$ cat src/rtl/pipelined_decoder_if.sv
// Fetch/execute handshake bundle for pipelined_decoder.
// Optional illegal_op signal exists only when DEC_ILLEGAL_TRAP_EN is defined.
interface pipelined_decoder_if #(
  parameter int OPCODE_W = 6,
  parameter int ALU_W    = 3
);
  logic                in_valid;
  logic                in_ready;
  logic [OPCODE_W-1:0] opcode;
  logic                out_valid;
  logic                out_ready;
  logic [ALU_W-1:0]    alu_func;
  logic                pc_rel_branch;
  logic                reg_write;
  logic                immediate;
  logic                read_in;
  logic                write_out;
  logic                busy;
`ifdef DEC_ILLEGAL_TRAP_EN
  logic                illegal_op;
`endif

  // Environment side: fetch drives opcodes, execute drives out_ready.
  modport master (
    output in_valid, opcode, out_ready,
    input  in_ready, out_valid, alu_func, pc_rel_branch, reg_write,
           immediate, read_in, write_out, busy
`ifdef DEC_ILLEGAL_TRAP_EN
    , input illegal_op
`endif
  );

  // Decoder side.
  modport slave (
    input  in_valid, opcode, out_ready,
    output in_ready, out_valid, alu_func, pc_rel_branch, reg_write,
           immediate, read_in, write_out, busy
`ifdef DEC_ILLEGAL_TRAP_EN
    , output illegal_op
`endif
  );
endinterface

$ cat src/rtl/pipelined_decoder.sv
// pipelined_decoder: registered opcode decoder between fetch and execute.
// One cycle of latency, valid/ready on both sides, stalls fetch while a
// multi-cycle multiply occupies execute, squashes BRANCH_KILL instructions
// after each issued JMP.
// Optional feature macro: DEC_ILLEGAL_TRAP_EN (adds illegal_op output).
module pipelined_decoder #(
  parameter int OPCODE_W    = 6,
  parameter int ALU_W       = 3,
  parameter int MLT_CYCLES  = 3,
  parameter int BRANCH_KILL = 1
) (
  input logic              clk,
  input logic              reset,
  pipelined_decoder_if.slave bus
);

  // Opcode encodings
  localparam logic [OPCODE_W-1:0] OP_NOP  = OPCODE_W'(6'h00);
  localparam logic [OPCODE_W-1:0] OP_ADD  = OPCODE_W'(6'h01);
  localparam logic [OPCODE_W-1:0] OP_ADDI = OPCODE_W'(6'h02);
  localparam logic [OPCODE_W-1:0] OP_SUB  = OPCODE_W'(6'h03);
  localparam logic [OPCODE_W-1:0] OP_SUBI = OPCODE_W'(6'h04);
  localparam logic [OPCODE_W-1:0] OP_MLT  = OPCODE_W'(6'h05);
  localparam logic [OPCODE_W-1:0] OP_MLTI = OPCODE_W'(6'h06);
  localparam logic [OPCODE_W-1:0] OP_JMP  = OPCODE_W'(6'h07);
  localparam logic [OPCODE_W-1:0] OP_LD   = OPCODE_W'(6'h08);
  localparam logic [OPCODE_W-1:0] OP_ST   = OPCODE_W'(6'h09);

  // ALU function encodings
  localparam logic [ALU_W-1:0] RADD = ALU_W'(3'd1);
  localparam logic [ALU_W-1:0] RSUB = ALU_W'(3'd2);
  localparam logic [ALU_W-1:0] RMLT = ALU_W'(3'd3);

  localparam logic [3:0] MLT_LOAD   = 4'(MLT_CYCLES - 1);
  localparam logic [3:0] KILL_LOAD  = 4'(BRANCH_KILL);
  // Remaining squashes when the first wrong-path opcode arrives in the
  // same cycle the JMP issues.
  localparam logic [3:0] KILL_AFTER = 4'(BRANCH_KILL - 1);

  typedef enum logic [1:0] {RUN, MULT_WAIT, KILL} state_t;

  typedef struct packed {
    logic [ALU_W-1:0] alu;
    logic             pc_rel;
    logic             reg_write;
    logic             imm;
    logic             read_in;
    logic             write_out;
  } bundle_t;

  state_t     state_q, state_d;
  logic [3:0] cnt_q, cnt_d;
  logic       vld_q, vld_d;
  logic       load;
  bundle_t    bundle_q, dec;
  logic       out_valid, accept, issue, mlt_issue, jmp_issue;

`ifdef DEC_ILLEGAL_TRAP_EN
  logic       dec_illegal, illegal_q;
`endif

  // The held bundle is hidden from execute while a multiply is running.
  assign out_valid    = vld_q && (state_q == RUN);
  assign bus.in_ready = ((state_q == RUN) || (state_q == KILL)) && (!vld_q || bus.out_ready);
  assign accept       = bus.in_valid && bus.in_ready;
  assign issue        = out_valid && bus.out_ready;
  assign mlt_issue    = issue && (bundle_q.alu == RMLT) && (MLT_CYCLES > 1);
  assign jmp_issue    = issue && bundle_q.pc_rel && (BRANCH_KILL > 0);

  // Opcode to control bundle; undefined opcodes fall through as all-zero.
  always_comb begin
    dec = '0;
`ifdef DEC_ILLEGAL_TRAP_EN
    dec_illegal = 1'b0;
`endif
    case (bus.opcode)
      OP_NOP:  ;
      OP_ADD:  begin dec.alu = RADD; dec.reg_write = 1'b1; end
      OP_SUB:  begin dec.alu = RSUB; dec.reg_write = 1'b1; end
      OP_ADDI: begin dec.alu = RADD; dec.imm = 1'b1; dec.reg_write = 1'b1; end
      OP_SUBI: begin dec.alu = RSUB; dec.imm = 1'b1; dec.reg_write = 1'b1; end
      OP_MLT:  begin dec.alu = RMLT; dec.reg_write = 1'b1; end
      OP_MLTI: begin dec.alu = RMLT; dec.imm = 1'b1; dec.reg_write = 1'b1; end
      OP_JMP:  dec.pc_rel = 1'b1;
      OP_LD:   begin dec.read_in = 1'b1; dec.reg_write = 1'b1; end
      OP_ST:   dec.write_out = 1'b1;
`ifdef DEC_ILLEGAL_TRAP_EN
      default: dec_illegal = 1'b1;
`else
      default: ;
`endif
    endcase
  end

  // Next-state, counter and output-valid control.
  always_comb begin
    state_d = state_q;
    cnt_d   = cnt_q;
    vld_d   = vld_q;
    load    = 1'b0;
    case (state_q)
      RUN: begin
        if (mlt_issue) begin
          state_d = MULT_WAIT;
          cnt_d   = MLT_LOAD;
        end
        if (jmp_issue) begin
          // Anything accepted alongside the JMP is already wrong-path.
          vld_d = 1'b0;
          if (!accept) begin
            state_d = KILL;
            cnt_d   = KILL_LOAD;
          end else if (BRANCH_KILL > 1) begin
            state_d = KILL;
            cnt_d   = KILL_AFTER;
          end
        end else if (accept) begin
          load  = 1'b1;
          vld_d = 1'b1;
        end else if (issue) begin
          vld_d = 1'b0;
        end
      end
      MULT_WAIT: begin
        if (cnt_q == 4'd1) begin
          state_d = RUN;
          cnt_d   = 4'd0;
        end else begin
          cnt_d = cnt_q - 4'd1;
        end
      end
      KILL: begin
        if (accept) begin
          if (cnt_q == 4'd1) begin
            state_d = RUN;
            cnt_d   = 4'd0;
          end else begin
            cnt_d = cnt_q - 4'd1;
          end
        end
      end
      default: begin
        state_d = RUN;
        cnt_d   = 4'd0;
        vld_d   = 1'b0;
      end
    endcase
  end

  // State, counter and valid registers.
  always_ff @(posedge clk or posedge reset) begin
    if (reset) begin
      state_q <= RUN;
      cnt_q   <= 4'd0;
      vld_q   <= 1'b0;
    end else begin
      state_q <= state_d;
      cnt_q   <= cnt_d;
      vld_q   <= vld_d;
    end
  end

  // Output bundle register; holds its value until the next load.
  always_ff @(posedge clk or posedge reset) begin
    if (reset) begin
      bundle_q <= '0;
    end else if (load) begin
      bundle_q <= dec;
    end
  end

`ifdef DEC_ILLEGAL_TRAP_EN
  // Illegal flag travels with the bundle it was decoded from.
  always_ff @(posedge clk or posedge reset) begin
    if (reset) begin
      illegal_q <= 1'b0;
    end else if (load) begin
      illegal_q <= dec_illegal;
    end
  end
  assign bus.illegal_op = illegal_q;
`endif

  assign bus.out_valid     = out_valid;
  assign bus.alu_func      = bundle_q.alu;
  assign bus.pc_rel_branch = bundle_q.pc_rel;
  assign bus.reg_write     = bundle_q.reg_write;
  assign bus.immediate     = bundle_q.imm;
  assign bus.read_in       = bundle_q.read_in;
  assign bus.write_out     = bundle_q.write_out;
  assign bus.busy          = (state_q != RUN);

endmodule

$ cat src/flat_wrapper.sv
// flat-port wrapper written by rule: the top's interface ports become plain ports
module pipelined_decoder_flat 
#(
  parameter int OPCODE_W    = 6,
  parameter int ALU_W       = 3,
  parameter int MLT_CYCLES  = 3,
  parameter int BRANCH_KILL = 1
)
  (clk, reset, bus_in_valid, bus_opcode, bus_out_ready, bus_in_ready, bus_out_valid, bus_alu_func, bus_pc_rel_branch, bus_reg_write, bus_immediate, bus_read_in, bus_write_out, bus_busy);
  pipelined_decoder_if #(.OPCODE_W(OPCODE_W), .ALU_W(ALU_W)) bus_i ();
  input logic clk;
  input logic reset;
  input wire logic [$bits(bus_i.in_valid)-1:0] bus_in_valid;
  input wire logic [$bits(bus_i.opcode)-1:0] bus_opcode;
  input wire logic [$bits(bus_i.out_ready)-1:0] bus_out_ready;
  output wire logic [$bits(bus_i.in_ready)-1:0] bus_in_ready;
  output wire logic [$bits(bus_i.out_valid)-1:0] bus_out_valid;
  output wire logic [$bits(bus_i.alu_func)-1:0] bus_alu_func;
  output wire logic [$bits(bus_i.pc_rel_branch)-1:0] bus_pc_rel_branch;
  output wire logic [$bits(bus_i.reg_write)-1:0] bus_reg_write;
  output wire logic [$bits(bus_i.immediate)-1:0] bus_immediate;
  output wire logic [$bits(bus_i.read_in)-1:0] bus_read_in;
  output wire logic [$bits(bus_i.write_out)-1:0] bus_write_out;
  output wire logic [$bits(bus_i.busy)-1:0] bus_busy;
  assign bus_i.in_valid = bus_in_valid;
  assign bus_i.opcode = bus_opcode;
  assign bus_i.out_ready = bus_out_ready;
  assign bus_in_ready = bus_i.in_ready;
  assign bus_out_valid = bus_i.out_valid;
  assign bus_alu_func = bus_i.alu_func;
  assign bus_pc_rel_branch = bus_i.pc_rel_branch;
  assign bus_reg_write = bus_i.reg_write;
  assign bus_immediate = bus_i.immediate;
  assign bus_read_in = bus_i.read_in;
  assign bus_write_out = bus_i.write_out;
  assign bus_busy = bus_i.busy;
  pipelined_decoder #(.OPCODE_W(OPCODE_W), .ALU_W(ALU_W), .MLT_CYCLES(MLT_CYCLES), .BRANCH_KILL(BRANCH_KILL)) u_core (.clk(clk), .reset(reset), .bus(bus_i));
endmodule
$ cat config.mk
export PLATFORM = sky130hd
export DESIGN_NAME = pipelined_decoder_flat
export DESIGN_NICKNAME = d
export VERILOG_FILES = /design/src/rtl/pipelined_decoder_if.sv /design/src/rtl/pipelined_decoder.sv /design/src/flat_wrapper.sv
export SDC_FILE = /design/constraint.sdc
export NUM_CORES = 1
export LEC_CHECK = 0
export ABC_AREA = 1
export CAP_MARGIN = 20
export CORE_ASPECT_RATIO = 1.1
export CORE_UTILIZATION = 45
export CTS_CLUSTER_SIZE = 10
export DETAILED_ROUTE_END_ITERATION = 10
export GPL_TIMING_DRIVEN = 0
export PLACE_DENSITY = 0.75
export REMOVE_ABC_BUFFERS = 1
export SYNTH_ARGS = -nofsm -noshare
export SYNTH_HDL_FRONTEND = slang
export SYNTH_SLANG_ARGS = --single-unit
export TNS_END_PERCENT = 10
$ cat constraint.sdc
create_clock -name clk -period 1.45 [get_ports clk]
set_input_delay 0.145 -clock clk [delete_from_list [all_inputs] [get_ports clk]]
set_output_delay 0.145 -clock clk [all_outputs]
set_load 0.05 [all_outputs]
== After elaboration in Yosys (flattened, before gate mapping) ==
Index checks and enable logic that the tools add are counted.
Storage, ports and cells
  output and inout bits: 11
  word-level logic and storage cells: 69
  register bits after elaboration: 15
Cells by class
  reductions and logical operators: 18
  $add $sub $neg: 1
  equality and inequality tests: 15
  bitwise logic cells: 1
  multiplexer cells: 25
Operator list (number)
  $eq A6 B3 Y1 const B: 4
  $mux W4: 5
  $eq A6 B2 Y1 const B: 2
  $eq A6 B4 Y1 const B: 2
  $pmux W2 S3: 2
  $pmux W4 S3: 1
  $mux W1: 11
  $mux W2: 5
  $reduce_or A2 Y1: 4
  $reduce_or A7 Y1: 1
  $eq A6 B1 Y1 const B: 1
  $logic_and A1 B1 Y1: 6
  $eq A4 B1 Y1 const B: 1
  $ne A4 B1 Y1 const B: 1
  $sub A4 B1 Y4 const B: 1
  $eq A3 B2 Y1 const B: 1
  $reduce_or A3 Y1: 1
  $eq A2 B1 Y1 const B: 1
  $eq A2 B2 Y1 const B: 1
  $logic_not A2 Y1: 1
  $logic_or A1 B1 Y1: 2
  $ne A2 B1 Y1 const B: 1
  $pmux W1 S2: 1
  $reduce_and A2 Y1: 1
  other kinds (3): 3

== Depth between registers and ports, before layout ==
Gate-level depths: netlist of run 1.
  depth in word-level cells: 8
  gate-level depth with buffers: 12
  mapped depth without buffers: 11

== Worst setup path after synthesis of run 1 ==
No wires, ideal clock.
  path type: reg2reg
  start: register u_core.state_q[1]
  end: register u_core.cnt_q[1]
  arrival time: 1.535 ns
  stages on the path, launching flop included: 11
  setup slack: -0.150 ns
  required time: 1.385 ns
  clock period less this slack: 1.600 ns
  library setup time: 0.065 ns
  path through: dfrtp_1 > inv_1 > ha_1 > buf_6 > nand2_1 > inv_2 > nand4_2 > and2_0 > o21bai_1 > nand2_1 > nand2_1
On the way
  longest elaborated chain between the ends: 8
  elaborated cells on any way between the ends: 15
Ends and longest elaborated chain
  start, declared: line pipelined_decoder.sv:51  | state_t state_q, state_d;
  start signal, assigned: line pipelined_decoder.sv:157  | state_q <= state_d;
  $logic_not A2 Y1 *: line pipelined_decoder.sv:63  | assign out_valid = vld_q && (state_q == RUN);
  $logic_and A1 B1 Y1 *: line pipelined_decoder.sv:63
  via bus_out_valid: line flat_wrapper.sv:17  | output wire logic [$bits(bus_i.out_valid)-1:0] bus_out_valid;
  $logic_and A1 B1 Y1 *: line pipelined_decoder.sv:66  | assign issue = out_valid && bus.out_ready;
  $logic_and A1 B1 Y1: line pipelined_decoder.sv:67  | assign mlt_issue = issue && (bundle_q.alu == RMLT) && (MLT_CYCLES > 1);
  $mux W4: line pipelined_decoder.sv:103  | if (mlt_issue) begin
  $mux W4: line pipelined_decoder.sv:110  | if (!accept) begin
  $mux W4 *: line pipelined_decoder.sv:107  | if (jmp_issue) begin
  $pmux W4 S3 *: line pipelined_decoder.sv:101  | case (state_q)
  end signal, assigned: line pipelined_decoder.sv:158  | cnt_q <= cnt_d;
  end, declared: line pipelined_decoder.sv:52  | logic [3:0] cnt_q, cnt_d;
Mark *: on every way through the listed nets, which the timed path passes. The rest lies on a longest branch.
A chain may end at the register's enable or synchronous reset.

== Worst setup path in the final report of run 1 ==
  start: register u_core.state_q[0]
  end: register u_core.bundle_q, in the netlist u_core.bus.pc_rel_branch
On the way
  longest elaborated chain between the ends: 7
  elaborated cells on any way between the ends: 11
Ends and longest elaborated chain
  $eq A2 B2 Y1 or $logic_not A2 Y1 (tied branches): line pipelined_decoder.sv:64, pipelined_decoder.sv:63, pipelined_decoder.sv:101
  $logic_or A1 B1 Y1: line pipelined_decoder.sv:64  | assign bus.in_ready = ((state_q == RUN) || (state_q == KILL)) && (!vld_q || bus.out_ready);
  $logic_and A1 B1 Y1: line pipelined_decoder.sv:64
  $logic_and A1 B1 Y1: line pipelined_decoder.sv:65  | assign accept = bus.in_valid && bus.in_ready;
  $mux W1: line pipelined_decoder.sv:117  | end else if (accept) begin
  $mux W1: line pipelined_decoder.sv:107
  $mux W1 *: line pipelined_decoder.sv:101
  end signal, assigned: line pipelined_decoder.sv:166  | bundle_q <= '0;
  end signal, assigned: line pipelined_decoder.sv:168  | bundle_q <= dec;
  end, declared: line pipelined_decoder.sv:55  | bundle_t bundle_q, dec;
Mark *: on every way between the ends. The rest lies on a longest branch, timed or not.

==> results of run 1 <==
==> report_power, final <==
group	leakage, nW	switching (W)	internal, W
registers	0.180	0.000131	0.000542
logic	0.499	0.00131	0.000719
clock network	0.0210	0.000119	0.000152
total	0.700	0.00156	0.00141
==> cells in the mapped netlist, types with 2 or more instances <==
| library cell | count |
|---|---|
| nand3_1 | 5 |
| inv_1 | 23 |
| o21ai_0 | 2 |
| nand4_1 | 2 |
| nor2_1 | 16 |
| dfrtp_1 | 14 |
| nand2_2 | 4 |
| a31oi_1 | 3 |
| nand2_1 | 41 |
| ha_1 | 5 |
| inv_2 | 2 |
| a21oi_1 | 3 |
| o21ai_1 | 5 |
==> worst register-to-register path, delay by kind of cell (launching register included) <==
family / cells / cell delay, ns
buffers and inverters: 2 / 0.19
adders and majority gates: 1 / 0.17
and+or+nand+nor: 4 / 0.61
DFF: 1 / 0.41
AOI/OAI and AO/OA: 1 / 0.10
==> cells by family after synthesis <==
| family | after synthesis | synth area share [%] |
|---|---|---|
| and+or+nand+nor | 75 | 35.4 |
| adders and majority gates | 5 | 6.23 |
| DFF | 14 | 34.9 |
| buffers and inverters | 28 | 11.8 |
| AOI/OAI and AO/OA | 18 | 11.2 |
| other | 1 | 0.374 |
==> sequential cells by signal, indices dropped and copies added (netlist names) <==
| signal | flops |
|---|---|
| u_core.bus.alu_func | 2 |
| u_core.bus.immediate | 1 |
| u_core.bus.pc_rel_branch | 1 |
| u_core.bus.read_in | 1 |
| u_core.bus.reg_write | 1 |
| u_core.bus.write_out | 1 |
| u_core.cnt_q | 4 |
| u_core.state_q | 2 |
| u_core.vld_q | 1 |
==> final cells by class <==
cell class | count | area [µm²]
Fill cell | 200 | 737
Multi-Input combinational cell | 99 | 591
Sequential cell | 14 | 352
Timing Repair Buffer | 23 | 213
Inverter | 26 | 100
Clock buffer | 4 | 36.3
Tap cell | 28 | 35.0
==> how the worst max path moves through the flow <==
stage                      startpoint                        to  cells past startpoint
CTS                 u_core.state_q[0]              bus_in_ready                      7
global placement    u_core.state_q[0]              bus_in_ready                      7
global route        u_core.state_q[0]  u_core.bus.pc_rel_branch                      8
finish              u_core.state_q[0]  u_core.bus.pc_rel_branch                      8
detailed placement  u_core.state_q[0]              bus_in_ready                      7
floorplan           u_core.state_q[1]           u_core.cnt_q[1]                      9
==> cells in the final DEF (no fill, tap or decap), drive strengths merged <==
cell            n
buf             7
o21bai          1
nor3            2
o211ai          1
nand2          45
nor2           17
a31oi           3
nand4           3
dlygate4sd2     7
o31ai           2
conb            1
clkbuf          4
clkdlybuf4s50   9
and2            1
ha              5
o21ai           7
nand3           7
a21oi           4
inv            26
dfrtp          14
==> layer usage <==
metal	share of wire, %	GRT usage, %
met1	44	23.3
met2	52	34.7
met3	2.8	1.39
met4	1.1	9.52
met5	0	0
==> what timing repair did <==
action,in CTS,in global routing
pin swaps,1,0
endpoints found under the hold margin,0,0
resized for setup,32,10
endpoints found under the setup margin,24,17
buffers inserted,4,0
==> metrics by stage <==
| stage | hold slack [ns] | setup WS (ns) | TNS [ns] |
|---|---|---|---|
| floorplan | 0.0342 | -0.266 | -3.02 |
| global placement | 0.469 | -0.617 | -5.02 |
| detailed placement | 0.473 | -0.702 | -6.25 |
| CTS | 0.219 | -0.0910 | -0.499 |
| global route | 0.240 | -0.186 | -1.90 |
| finish | 0.206 | -0.0925 | -0.435 |
==> impl_metrics.json, run 1 <==
{
  "outcome": "finished, violations left",
  "violations": "setup timing",
  "detail_route.wl_per_cell_um": 10.6,
  "drive_gt1_share_pct": 19.9,
  "root_buffer": "clkbuf_4",
  "slew_headroom_pct": 64.9,
  "grt_max_degree": 15,
  "diodes": 0,
  "crit_required_ns": 1.65,
  "path_max_fanout": 7,
  "irDropWorstVdd_uv": 1370,
  "yosysTopAreaCell": "dfrtp_1",
  "die_w_um": 47.0,
  "path_clk_slew_ns": 0.09,
  "via_per_inst": 4.80,
  "grt_pass1_wl_um": 3460,
  "grt_usage_pct": 19.7,
  "cts_tree": "done",
  "cts.sinks": 14,
  "synth_top_cells_by_area": "dfrtp_1 (35%), nand2_1 (15%), inv_1 (8.6%), ha_1 (6.2%), nor2_1 (6.0%)",
  "io_buffers": 19,
  "synth-edff-count": 0,
  "clockBufferDepth": 2,
  "drt_wl_total_um": 2050,
  "drt_pass1_iterations": 4,
  "start_util_pct": 48.6,
  "synth_async_sr_flop_share_pct": 100,
  "hold_path_class": "input port to async pin",
  "powerDensity_nw_per_um2": 2240,
  "r2r_cells": 8,
  "crit_family": "simple AND/OR/NAND/NOR gates",
  "numCtsBuffers": 3,
  "finalWorstSetupSlack_ns": -0.0925,
  "p_leak_nw": 0.700,
  "dpl_cell_area_um2": 1210,
  "synth-seq-cells": 14,
  "setup_viol": 10,
  "drv_slew": 0,
  "worst_path_max_delay_cell": "dfrtp_1",
  "nets": 182,
  "io_pins": 21,
  "synthCells": 141,
  "drc": 0,
  "dieArea_um2": 2420,
  "dp_cells": 186,
  "instances_no_fill": 194,
  "grt_setup_unrepaired": "true",
  "vias": 931,
  "worst-path-buf-inv": 2,
  "hold_violations": 0,
  "r2r-start": "u_core.state_q[0]",
  "grt_pass1_vias": 898,
  "synth_top_area_share_pct": 34.9,
  "gp_congestion": 0.864,
  "fin_crit_sh_pct": 106,
  "overflow": 0,
  "die_h_um": 51.5,
  "drt_iter0_drc": 21,
  "end_kind": "flop",
  "worstPathCellList": "inv_2, ha_4, inv_1, nand2_4, nand3_4, nor3_4, nand4_1, o21ai_1",
  "ys_warn_count": 0,
  "utilization_pct": 64.3,
  "hpwlAfterDp_um": 1670,
  "p_total_w": 0.00298,
  "max_stage_delay_ns": 0.41,
  "core_area_um2": 2060,
  "start_kind": "flop",
  "r2r-end": "u_core.bus.pc_rel_branch",
  "critical_path_class": "flop to flop",
  "syn_to_final_growth_pct": 32.2,
  "maxCapViolCount": 0,
  "fin_skew_ns": 0.00474,
  "num_rows": 17,
  "hold_buffers": 0,
  "arrival_ns": 1.74,
  "synthFlopType": "dfrtp_1",
  "yosysUniqueCellTypes": 29,
  "ant_nets": 0,
  "worstMarginPinSlew_ns": 0.526,
  "synthesis.area_um2": 1000,
  "htreeDepth": 1,
  "stdcell_area_um2": 1330,
  "seq_area_frac_synth_pct": 34.9,
  "fmax_mhz": 648,
  "synth.avg_cell_area_um2": 7.12,
  "clock_latency_ns": 0.27,
  "rrSetupSlack_ns": -0.09,
  "period_needed_ns": 1.54,
  "antenna_found_initial": 0
}
Power figures use the tool's default switching activity.
==> run 2, diff against run 1 <==
--- a/config.mk
+++ b/config.mk
@@ -7,12 +7,13 @@
 export LEC_CHECK = 0
 export ABC_AREA = 1
 export CAP_MARGIN = 20
+export CELL_PAD_IN_SITES_DETAIL_PLACEMENT = 1
+export CELL_PAD_IN_SITES_GLOBAL_PLACEMENT = 2
 export CORE_ASPECT_RATIO = 1.1
-export CORE_UTILIZATION = 45
+export CORE_UTILIZATION = 25
 export CTS_CLUSTER_SIZE = 10
 export DETAILED_ROUTE_END_ITERATION = 10
-export GPL_TIMING_DRIVEN = 0
-export PLACE_DENSITY = 0.75
+export PLACE_DENSITY_LB_ADDON = 0.1
 export REMOVE_ABC_BUFFERS = 1
 export SYNTH_ARGS = -nofsm -noshare
 export SYNTH_HDL_FRONTEND = slang
==> run 2 against run 1 <==
  * The flow still finishes with violations (setup timing)
  * Sequential share of layout area down 4.3 points
  * Non-clock buffer count up 23
  * Sequential power decreased by 3%
  * Via count is 14% higher
  * Design area rose by 19%
  * First-iteration DRC count increased by 14%
  * Hold slack got worse by 0.0051 ns
  * Critical path type unchanged
==> impl_metrics.json, run 2 (synthesized netlist as in run 1, its figures left out) <==
{
  "wl_met1_um": 1190,
  "diodes": 0,
  "p_sw_w": 0.00173,
  "io_pins": 21,
  "clockPowerShare_pct": 9.0,
  "start_util_pct": 26.8,
  "clock_latency_ns": 0.24,
  "fin_skew_ns": 0.00150,
  "maxCapViolCount": 0,
  "dieArea_um2": 4270,
  "syn_to_final_growth_pct": 56.9,
  "worstPathCellList": "inv_2, ha_4, inv_4, nand2_4, nand3_4, nor3_4, buf_4, o21ai_1",
  "sw_frac_of_total_pct": 47.1,
  "period_needed_ns": 1.57,
  "irDropWorstVdd_uv": 777,
  "dpl_cell_area_um2": 1450,
  "crit_required_ns": 1.58,
  "num_rows": 23,
  "overflow": 0,
  "tns_ns": -0.822,
  "start_kind": "flop",
  "fin_crit_sh_pct": 108,
  "crit_family": "simple AND/OR/NAND/NOR gates",
  "htreeDepth": 1,
  "whs_ns": 0.201,
  "core_area_um2": 3740,
  "hold_path_class": "input port to async pin",
  "top_register": "u_core.cnt_q",
  "wl_met3_um": 45,
  "root_buffer": "clkbuf_8",
  "stdcell_area_um2": 1570,
  "largest_reg_flops": 4,
  "via_per_inst": 4.44,
  "antenna_found_initial": 0,
  "met2WireLength_um": 1600,
  "powerDensity_nw_per_um2": 2340,
  "drive_gt1_share_pct": 33.0,
  "critical_path_class": "flop to flop",
  "drt_pass1_iterations": 4,
  "hold_violations": 0,
  "io_buffers": 19,
  "seq_power_share_pct": 17.8,
  "grt_pass1_vias": 1073,
  "worst-path-buf-inv": 3,
  "ant_nets": 0,
  "violations": "setup timing",
  "path_clk_slew_ns": 0.06,
  "top_layer_used": "met4",
  "cts.sinks": 14,
  "grt_setup_unrepaired": "true",
  "max_stage_delay_ns": 0.39,
  "cts_tree": "done",
  "power.internal_w": 0.00195,
  "combPwrFrac_pct": 73.2,
  "numCtsBuffers": 3,
  "vias": 1057,
  "mostFrequentLayoutCell": "nand2_1",
  "drv_slew": 0,
  "grt_max_degree": 15,
  "path_max_fanout": 7,
  "p_leak_nw": 0.823,
  "drc": 0,
  "end_kind": "flop",
  "detail_route.wl_per_cell_um": 12.0,
  "fmax_mhz": 638,
  "finalWorstSetupSlack_ns": -0.118,
  "grt_pass1_wl_um": 4700,
  "worst_path_max_delay_cell": "dfrtp_1",
  "outcome": "finished, violations left",
  "drt_wl_total_um": 2860,
  "die_w_um": 62.4,
  "utilization_pct": 42.1,
  "hpwlAfterDp_um": 2450,
  "clockBufferDepth": 2,
  "setup_viol": 15,
  "drt_iter0_drc": 24,
  "mostFrequentLayoutCells": "nand2_1 (40), buf_4 (30), inv_1 (21)",
  "hold_buffers": 0,
  "nets": 205,
  "p_total_w": 0.00368,
  "gp_congestion": 0.775,
  "rrSetupSlack_ns": -0.12,
  "arrival_ns": 1.70,
  "die_h_um": 68.4,
  "grt_usage_pct": 14.7
}
-- run 2: path summary, 6_finish.rpt --
check	endpoint	start	cells past startpoint
max reg2reg	u_core.bus.pc_rel_branch	u_core.state_q[0]	8
min	u_core.bus.read_in	reset	3
max	u_core.bus.pc_rel_branch	u_core.state_q[0]	8
min in group clk	u_core.cnt_q[3]	u_core.cnt_q[3]	2
min reg2reg	u_core.cnt_q[3]	u_core.cnt_q[3]	2
max in group asynchronous	u_core.state_q[1]	reset	3
-- run 2: cell type report --
cell class                      count  area, µm²
Clock buffer                        3       41.3
Fill cell                         475       2170
Inverter                           26        100
Multi-Input combinational cell     99        582
Sequential cell                    14        350
Tap cell                           50       62.6
Timing Repair Buffer               46        438
-- run 2: what timing repair did --
item / CTS / global route
pin swaps: 1 / 5
endpoints found under the hold margin: 0 / 0
setup buffers: 0 / 4
setup endpoints to repair: 17 / 17
gates resized for setup: 9 / 5
-- run 2: power groups by stage --
stage	Sequential, W	Clock, W	Combinational, W
finish	0.000654	0.000330	0.00269
global route	0.000678	0.000360	0.00293
CTS	0.000660	0.000338	0.00263
detailed placement	0.000665	0	0.00251
global placement	0.000659	0	0.00245
floorplan	0.000838	0	0.00117
-- run 2: layer usage --
metal / GRT usage, % / vias to the layer above
met5: 0 / -
met4: 5.23 / 0
met3: 2.50 / 2
met2: 29.5 / 10
met1: 15.4 / 509
li1: - / 536
-- run 2: worst min-delay path, delay by kind of cell --
kind	cells	cell delay, ns
buffers and inverters	3	0.66
-- run 2: metrics by stage --
step / setup slack (ns) / cells
2_1_floorplan: -0.266 / 139
3_5_place_dp: -0.229 / 231
4_1_cts: -0.0833 / 234
5_1_grt: -0.226 / 238
6_report: -0.118 / 238
3_3_place_gp: -0.174 / 231
